`src/rtl/spi_tx_scheduler.sv`:
```
// Round-robin scheduler sharing one SPI transmitter among NUM_REQ requesters.
// Holds each granted word on DATA for exactly one SS_N-delimited frame.
module spi_tx_scheduler #(
   parameter int                     NUM_REQ     = 4,
   parameter int                     DATA_LENGTH = 8,
   parameter logic [DATA_LENGTH-1:0] IDLE_WORD   = '0,
   parameter int                     TIMEOUT     = 4095
) (
   input  logic                             SCLK,
   input  logic                             RST,
   input  logic [NUM_REQ-1:0]               REQ_VALID,
   input  logic [NUM_REQ*DATA_LENGTH-1:0]   REQ_DATA,
   output logic [NUM_REQ-1:0]               REQ_READY,
   input  logic                             SS_N,
   input  logic                             ERR_CLR,
   output logic [DATA_LENGTH-1:0]           DATA,
   output logic                             BUSY,
   output logic [$clog2(NUM_REQ)-1:0]       GRANT_ID,
   output logic                             FRAME_DONE,
   output logic                             TIMEOUT_ERR
);

   localparam int IDW = $clog2(NUM_REQ);
   localparam int WCW = $clog2(TIMEOUT+1);

   typedef enum logic [1:0] {IDLE, WAIT_START, ACTIVE} state_t;

   state_t                              state;
   logic                                ss_q;
   logic [IDW-1:0]                      ptr;
   logic [WCW-1:0]                      wcnt;
   logic [NUM_REQ-1:0][DATA_LENGTH-1:0] req_word;
   logic [IDW-1:0]                      winner;
   logic                                found;
   logic [IDW-1:0]                      ptr_nxt;
   logic                                fall, rise, wait_expired;

   assign req_word     = REQ_DATA;
   assign fall         = ss_q && !SS_N;
   assign rise         = !ss_q && SS_N;
   assign wait_expired = (wcnt == WCW'(TIMEOUT-1));
   assign ptr_nxt      = (GRANT_ID == IDW'(NUM_REQ-1)) ? '0 : GRANT_ID + 1'b1;

   // Scan downward so the last hit is the first valid requester at or after ptr.
   always_comb begin
      found  = 1'b0;
      winner = '0;
      for (int k = NUM_REQ-1; k >= 0; k--) begin
         int idx;
         idx = int'(ptr) + k;
         if (idx >= NUM_REQ) idx = idx - NUM_REQ;
         if (REQ_VALID[idx]) begin
            found  = 1'b1;
            winner = IDW'(idx);
         end
      end
   end

   always_comb begin
      REQ_READY = '0;
      if (state == IDLE && found) REQ_READY[winner] = 1'b1;
   end

   always_ff @(posedge SCLK) begin
      if (RST) begin
         state       <= IDLE;
         ss_q        <= 1'b1;
         ptr         <= '0;
         wcnt        <= '0;
         DATA        <= IDLE_WORD;
         BUSY        <= 1'b0;
         GRANT_ID    <= '0;
         FRAME_DONE  <= 1'b0;
         TIMEOUT_ERR <= 1'b0;
      end else begin
         ss_q       <= SS_N;
         FRAME_DONE <= 1'b0;
         if (ERR_CLR) TIMEOUT_ERR <= 1'b0;
         case (state)
            IDLE: begin
               if (found) begin
                  DATA     <= req_word[winner];
                  GRANT_ID <= winner;
                  BUSY     <= 1'b1;
                  wcnt     <= '0;
                  state    <= WAIT_START;
               end
            end
            // A frame already running at grant time shows no fall, so it is skipped.
            WAIT_START: begin
               if (fall) begin
                  wcnt  <= '0;
                  state <= ACTIVE;
               end else if (wait_expired) begin
                  TIMEOUT_ERR <= 1'b1;
                  DATA        <= IDLE_WORD;
                  BUSY        <= 1'b0;
                  ptr         <= ptr_nxt;
                  state       <= IDLE;
               end else begin
                  wcnt <= wcnt + 1'b1;
               end
            end
            ACTIVE: begin
               if (rise) begin
                  FRAME_DONE <= 1'b1;
                  DATA       <= IDLE_WORD;
                  BUSY       <= 1'b0;
                  ptr        <= ptr_nxt;
                  state      <= IDLE;
               end else if (wait_expired) begin
                  TIMEOUT_ERR <= 1'b1;
                  DATA        <= IDLE_WORD;
                  BUSY        <= 1'b0;
                  ptr         <= ptr_nxt;
                  state       <= IDLE;
               end else begin
                  wcnt <= wcnt + 1'b1;
               end
            end
            default: state <= IDLE;
         endcase
      end
   end

endmodule

```
`config.mk`:
```
export PLATFORM = sky130hd
export DESIGN_NAME = spi_tx_scheduler
export DESIGN_NICKNAME = d
export VERILOG_FILES = /design/src/rtl/spi_tx_scheduler.sv
export SDC_FILE = /design/constraint.sdc
export NUM_CORES = 1
export LEC_CHECK = 0
export ABC_AREA = 1
export CAP_MARGIN = 20
export CORE_MARGIN = 2
export CORE_UTILIZATION = 40
export CTS_CLUSTER_SIZE = 12
export DETAILED_ROUTE_END_ITERATION = 16
export GPL_TIMING_DRIVEN = 1
export PLACE_DENSITY = 0.68
export SYNTH_ARGS = -nofsm -noshare
export SYNTH_HDL_FRONTEND = slang
export SYNTH_SLANG_ARGS = --single-unit
```
`constraint.sdc`:
```
create_clock -name SCLK -period 3.45 [get_ports SCLK]
set_clock_uncertainty 0.2 [all_clocks]
set_input_delay 0.8625 -clock SCLK [delete_from_list [all_inputs] [get_ports SCLK]]
set_output_delay 0.8625 -clock SCLK [all_outputs]
set_load 0.02 [all_outputs]
```
==> reports/qor.yml <==
clock_network:
  clockRootBuffer: "clkbuf_8"
  cts_htree_levels: 2
  clk_pin_slew_ps: 70
  clock_latency_ps: 290
  numCtsBuffers: 5
  clockBufferDepth: 2
  cts_sinks: 30
  cts_tree: "built"
  holdBufCountCts: 0
finish:
  drive_above_1_share: 0.186
  finalInstanceArea_um2: 3120
  postLayoutCoreUtil: 0.603
  antenna_cells: 0
  syn2layout_area_growth_pct: 43.3
  num-nets-final: 477
  finalNonFillerCells: 501
place:
  placed_area_um2: 2870
  gp_congestion: 0.913
  post-place-ws_ps: -487
  hpwl_mm: 4.14
  numPortBuffers: 56
  dp.cells: 489
synthesis:
  syn_nets: 405
  synth_top_family_by_area: "simple AND/OR/NAND/NOR gates"
  synth-xor-area-share: 0.0161
  synth.most_common_cell: "nand2_1"
  seq_area_frac_synth: 0.276
  synth-edff-count: 0
  netlist_top_cells_area: "dfxtp_1 (28%), nand2_1 (18%), nand3_1 (10%), inv_1 (9.8%), a21oi_1 (4.6%)"
  synth-simple-area-share: 0.409
  synth_area_per_cell_um2: 6.08
  synthArstFlopShare: 0
  synth_cell_type_count: 34
  synth_fa_ha_area_frac: 0.0402
  synth_common_cells: "nand2_1 (104), inv_1 (57), nand3_1 (44), dfxtp_1 (30), nor2_1 (23)"
  yosysTopAreaCell: "dfxtp_1"
  synthCells: 358
  synth-seq-cells: 30
  synth-compound-area-share: 0.125
  netlist_area_um2: 2180
  synth_top_area_share: 0.276
  synth_flop_cell: "dfxtp_1"
  ys_warn_count: 0
  synthMuxAreaShare: 0
setup_path:
  cp_max_fo: 4
  crit_chain: "dlymetal6s2s_1 > inv_1 > nand2_2 > and2_4 > nand2_2 > nand2_1 > o21bai_1 > nand2_2 > nand2_2 > nor2_1 > buf_2"
  slowest_delay_ps: 200
  cp-start-kind: "primary input"
  arrival_ps: 2140
  crit_type: "primary input to output port"
  crit_path_frequent_cell: "nand2_2"
  crit_path_top_delay_cell: "o21bai_1"
  crit_path_end_kind: "output port"
  required_ps: 2390
drt:
  via_count: 2361
  dr.first_iter.drc_count: 113
  via_per_inst: 4.71
  wirelength_mm: 5.52
  drt_pass1_iterations: 4
  antenna_left: 0
  drc_errors: 0
  avgRoutedWirePerCell_um: 11.0
global_routing:
  grt.total_usage: 0.186
  overflow: 0
  grt_pass1_vias: 2139
  grt_pass1_wl_mm: 9.28
  grt_max_degree: 22
  antenna_found_initial: 0
die:
  num_rows: 26
  boundaryPins: 57
  initial_utilization: 0.421
  dieArea_um2: 6050
  die_y_um: 77.8
  die_x_um: 77.8
  core_area_um2: 5170
sta:
  relSlewSlack: 0.745
  maxSlewViolCount: 0
  finalSetupViolCount: 0
  max_slew.worst_pin.slew_ps: 383
  finalCriticalPeriod_ps: 3200
  hold_viol: 0
  rsz0062_at_grt: "no"
  clock.fmax_ghz: 0.312
  fin_crit_sh: 0.928
  setup_slack_ps: 248
power:
  p_switching_mw: 0.341
  p_int_mw: 0.834
  p_clk_frac: 0.379
  fin_total_pwr_mw: 1.18
  p_comb_frac: 0.295
  switching_share: 0.290
  power_frac_seq: 0.327
  ir_worst_vdd_mv: 0.306
  leakagePower_nw: 1.51
  p_per_area_nw_per_um2: 377
outcome:
  outcome: "finished, final reports clean"
job:
  drv_cap: 0
hold_path:
  worstHoldPathType: "register to register"
[layout make-up]
type	instances	area, um2
clock buffers	6	82.6
clock inverters	2	60.1
fillers	483	2050
inverters	65	246
multi-input cells	256	1350
flip-flops and latches	30	601
well taps	70	87.6
repair buffers	72	689
[worst max-delay path, delay by kind of cell]
family	cells	cell delay (ps)
simple gates	7	660
buf+inv	3	410
compound gates	1	200
[metrics by stage]
stage | hold slack [ps] | TNS (ps)
floorplan | 234 | 0
global placement | 259 | -1760
global route | 294 | 0
finish | 274 | 0
CTS | 274 | 0
detailed placement | 263 | -1860
[flip-flops by register name, summed over array words and instances, names as in the netlist]
register,flops
TIMEOUT_ERR,1
ptr,2
GRANT_ID,2
state,2
DATA,8
wcnt,12
FRAME_DONE,1
ss_q,1
BUSY,1
[kinds of logic (layout without fill, tap and decap cells)]
| kind of cell | after synthesis | after routing |
|---|---|---|
| and+or+nand+nor | 199 | 199 |
| buffers and inverters | 72 | 145 |
| AOI/OAI and AO/OA | 46 | 46 |
| DFF | 30 | 30 |
| adders and majority gates | 7 | 7 |
| xor gates and xnor gates | 4 | 4 |
[metal layers]
metal / GRT usage / part of all wire
met5: 0 / 0
met4: 0.0714 / 0.017
met2: 0.297 / 0.45
met1: 0.245 / 0.48
met3: 0.0407 / 0.053
[power by group through the flow]
| stage | Combinational [mW] | Clock, mW | Sequential (mW) |
|---|---|---|---|
| 5_1_grt | 0.384 | 0.470 | 0.387 |
| 2_1_floorplan | 0.173 | 0 | 0.411 |
| 6_report | 0.347 | 0.445 | 0.384 |
| 3_3_place_gp | 0.324 | 0 | 0.392 |
| 3_5_place_dp | 0.326 | 0 | 0.392 |
| 4_1_cts | 0.329 | 0.454 | 0.385 |
[repair_timing]
item / in CTS / in global routing
gates resized for setup: 24 / 28
endpoints found under the setup margin: 4 / 4
pin swaps: 2 / 9
buffers inserted: 1 / 3
[worst paths after layout]
path | endpoint | slack [ps] | start | cells after the start
worst min-delay path | wcnt[7] | 270 | wcnt[7] | 2
worst min register to register | wcnt[7] | 270 | wcnt[7] | 2
worst max register to register | DATA[7] | 1060 | ptr[0] | 13
worst max-delay path | REQ_READY[3] | 250 | REQ_VALID[1] | 11
[layout by cell type (no fill, tap or decap), types with 4 or more instances in the layout]
cell             instances
nand2_1                 95
inv_1                   55
clkdlybuf4s50_1         48
nand3_1                 42
dfxtp_1                 30
a21oi_1                 20
nor2_1                  19
nand2_2                 17
buf_4                   16
o21ai_0                 11
inv_2                    9
a21oi_2                  7
ha_1                     7
nor2_2                   6
clkbuf_8                 6
nand2_4                  4
dlymetal6s2s_1           4
Note: power is estimated with default switching activity, not from simulation.
==> edit, RTL diff (same settings) <==
`DATA_LENGTH`: 8 -> 4.
--- a/src/rtl/spi_tx_scheduler.sv
+++ b/src/rtl/spi_tx_scheduler.sv
@@ -3,5 +3,5 @@
 module spi_tx_scheduler #(
    parameter int                     NUM_REQ     = 4,
-   parameter int                     DATA_LENGTH = 8,
+   parameter int                     DATA_LENGTH = 4,
    parameter logic [DATA_LENGTH-1:0] IDLE_WORD   = '0,
    parameter int                     TIMEOUT     = 4095
Interface: changed (resized DATA and REQ_DATA); port bits go from 57 to 37. The function was not compared with the original's and may differ.
==> edit against the original RTL <==
Cell area is 18% lower; die area is 14% lower; sequential cell count is 4 lower; synthesized cell count is 18% lower; count of clock-buffer cells in the layout is 2 lower; synthesized area is 15% lower; routed wire length is 21% lower; worst setup slack better by 0.038 ns; power is 34% lower; critical path type unchanged; critical endpoint is now REQ_READY[0].
==> edit: results (changes against the original RTL) <==
[place]
hpwl_um = 3290  ; -21%
place_worst_setup_slack_ns = -0.499  ; -0.0119 ns
routabilityCongestion = 0.858  ; -6.1%
port_buffers = 36  ; -36%

[yosys]
synth_compound_area_share_pct = 12.5  ; +0.071 points
synth_cell_types = 33  ; -2.9%
yosys_most_used_dff = dfxtp_1
synth_area_leaders = dfxtp_1 28%, nand2_1 14%, inv_1 10%
synthTopCellsByCount = 71 x nand2_1, 51 x inv_1, 35 x nor2_1, 31 x nand3_1, 26 x dfxtp_1
yosys-mux-area-fraction_pct = 0  ; unchanged
synth_fa_ha_area_share_pct = 4.72  ; +0.70 points
yosysSeqAreaShare_pct = 28.1  ; +0.47 points
synth_nets = 323  ; -20%
synth_xor_area_share_pct = 2.36  ; +0.75 points
yosysWarnings = 0  ; unchanged
async_reset_ff_share_pct = 0  ; unchanged

[cts]
cts_sinks = 26  ; -13%
cts_buffers = 3  ; -2
clock_path_buffers = 2  ; unchanged
htreeDepth = 1  ; -1
postCtsHoldBufs = 0  ; unchanged
clk_pin_slew_worst_paths_ns = 0.09  ; +0.02 ns
cts-root-buf = clkbuf_8
clock_latency_ns = 0.27  ; -0.02 ns

[drt]
drtIter0Drc = 78  ; -31%
drtPass1Iterations = 4  ; unchanged
vias = 1928  ; -18%
drc = 0  ; unchanged
drt_wl_total_um = 4370  ; -21%

[power]
ir_drop_v = 0.000162  ; -47%
p_sw_w = 0.000238  ; -30%
p_leak_nw = 1.22  ; -19%

[layout]
antenna_cells = 0  ; unchanged
drive_gt1_share_pct = 21.7  ; +3.2 points
layout.nets = 382  ; -20%
fillCellCount = 426  ; -12%
reg_top3 = wcnt: 12 flops, DATA: 4 flops

[global_routing]
met2_usage_pct = 27.8  ; -1.8 points
grt_max_degree = 15  ; -32%
antenna_found_initial = 0  ; unchanged
first_global_vias = 1708  ; -20%
met1_usage_pct = 24.0  ; -0.49 points
met3_usage_pct = 2.78  ; -1.3 points
track_usage_pct = 17.0  ; -1.7 points
grt_pass1_wl_um = 7280  ; -22%

[critical_path]
rrSetupSlack_ns = 1.33  ; +0.27 ns
cp.arrival_ns = 2.10  ; -0.04 ns
crit_fanout = 4  ; unchanged

[outcome]
status = complete, no violations

[hold_path]
worstHoldPathType = reg -> reg

[sta]
max_slew_margin_pct = 77.9  ; +3.4 points
min_period_ns = 3.16  ; -0.0382 ns

edit: power by group through the flow:
stage / clock [W] / combinational (W) / sequential (W)
final: 0.000196 / 0.000250 / 0.000326
after global routing: 0.000216 / 0.000279 / 0.000327
after CTS: 0.000204 / 0.000239 / 0.000325
after detailed placement: 0 / 0.000236 / 0.000332
after global placement: 0 / 0.000235 / 0.000333
after floorplan: 0 / 0.000127 / 0.000344
edit: worst paths after layout:
path / start / cells past startpoint / end
hold / removal: DATA[3] / 2 / DATA[3]
setup reg to reg: ptr[0] / 12 / wcnt[11]
setup / recovery: REQ_VALID[0] / 12 / REQ_READY[0]
hold reg to reg: DATA[3] / 2 / DATA[3]
edit: kinds of logic (layout without fill, tap and decap cells):
family          after synthesis  after routing
xor+xnor                      5              5
fa+ha+maj                     7              7
buf+inv                      59            117
simple gates                158            158
compound gates               37             37
flops                        26             26
edit: metal layers:
metal | up-vias | wire length, um
met5 | - | 0
met4 | 0 | 23
met3 | 2 | 118
met2 | 26 | 1990
met1 | 867 | 2240
li1 | 1033 | -
edit: timing repair:
item	4_1_cts	5_1_grt
pin swaps	2	14
buffers inserted	0	4
setup endpoints to repair	4	4
resized for setup	25	25
edit: cell type report:
class	instances	area (um2)	share of cell area [%]
Clock buffer	4	55.1	2.15
Inverter	56	210	8.19
Multi-Input combinational cell	207	1200	46.8
Sequential cell	26	520	20.3
Tap cell	52	65.1	2.54
Timing Repair Buffer	57	515	20.1
edit: stage by stage:
stage / instance area (um2) / setup TNS [ns] / cells / hold slack [ns]
CTS: 2450 / 0 / 398 / 0.280
global placement: 2380 / -1.71 / 394 / 0.264
global route: 2570 / 0 / 402 / 0.309
detailed placement: 2380 / -1.80 / 394 / 0.264
finish: 2570 / 0 / 402 / 0.278
floorplan: 1860 / 0 / 292 / 0.246
edit: critical path, stage by stage:
cell and delay (ns):
dlymetal6s2s_1 0.13, inv_1 0.07, nand2_2 0.09, nand3_2 0.10
nand2_2 0.08, nor3b_4 0.21, nand2_1 0.11, nand2_2 0.13
nor2_4 0.04, inv_1 0.06, nor2_1 0.05, buf_4 0.16
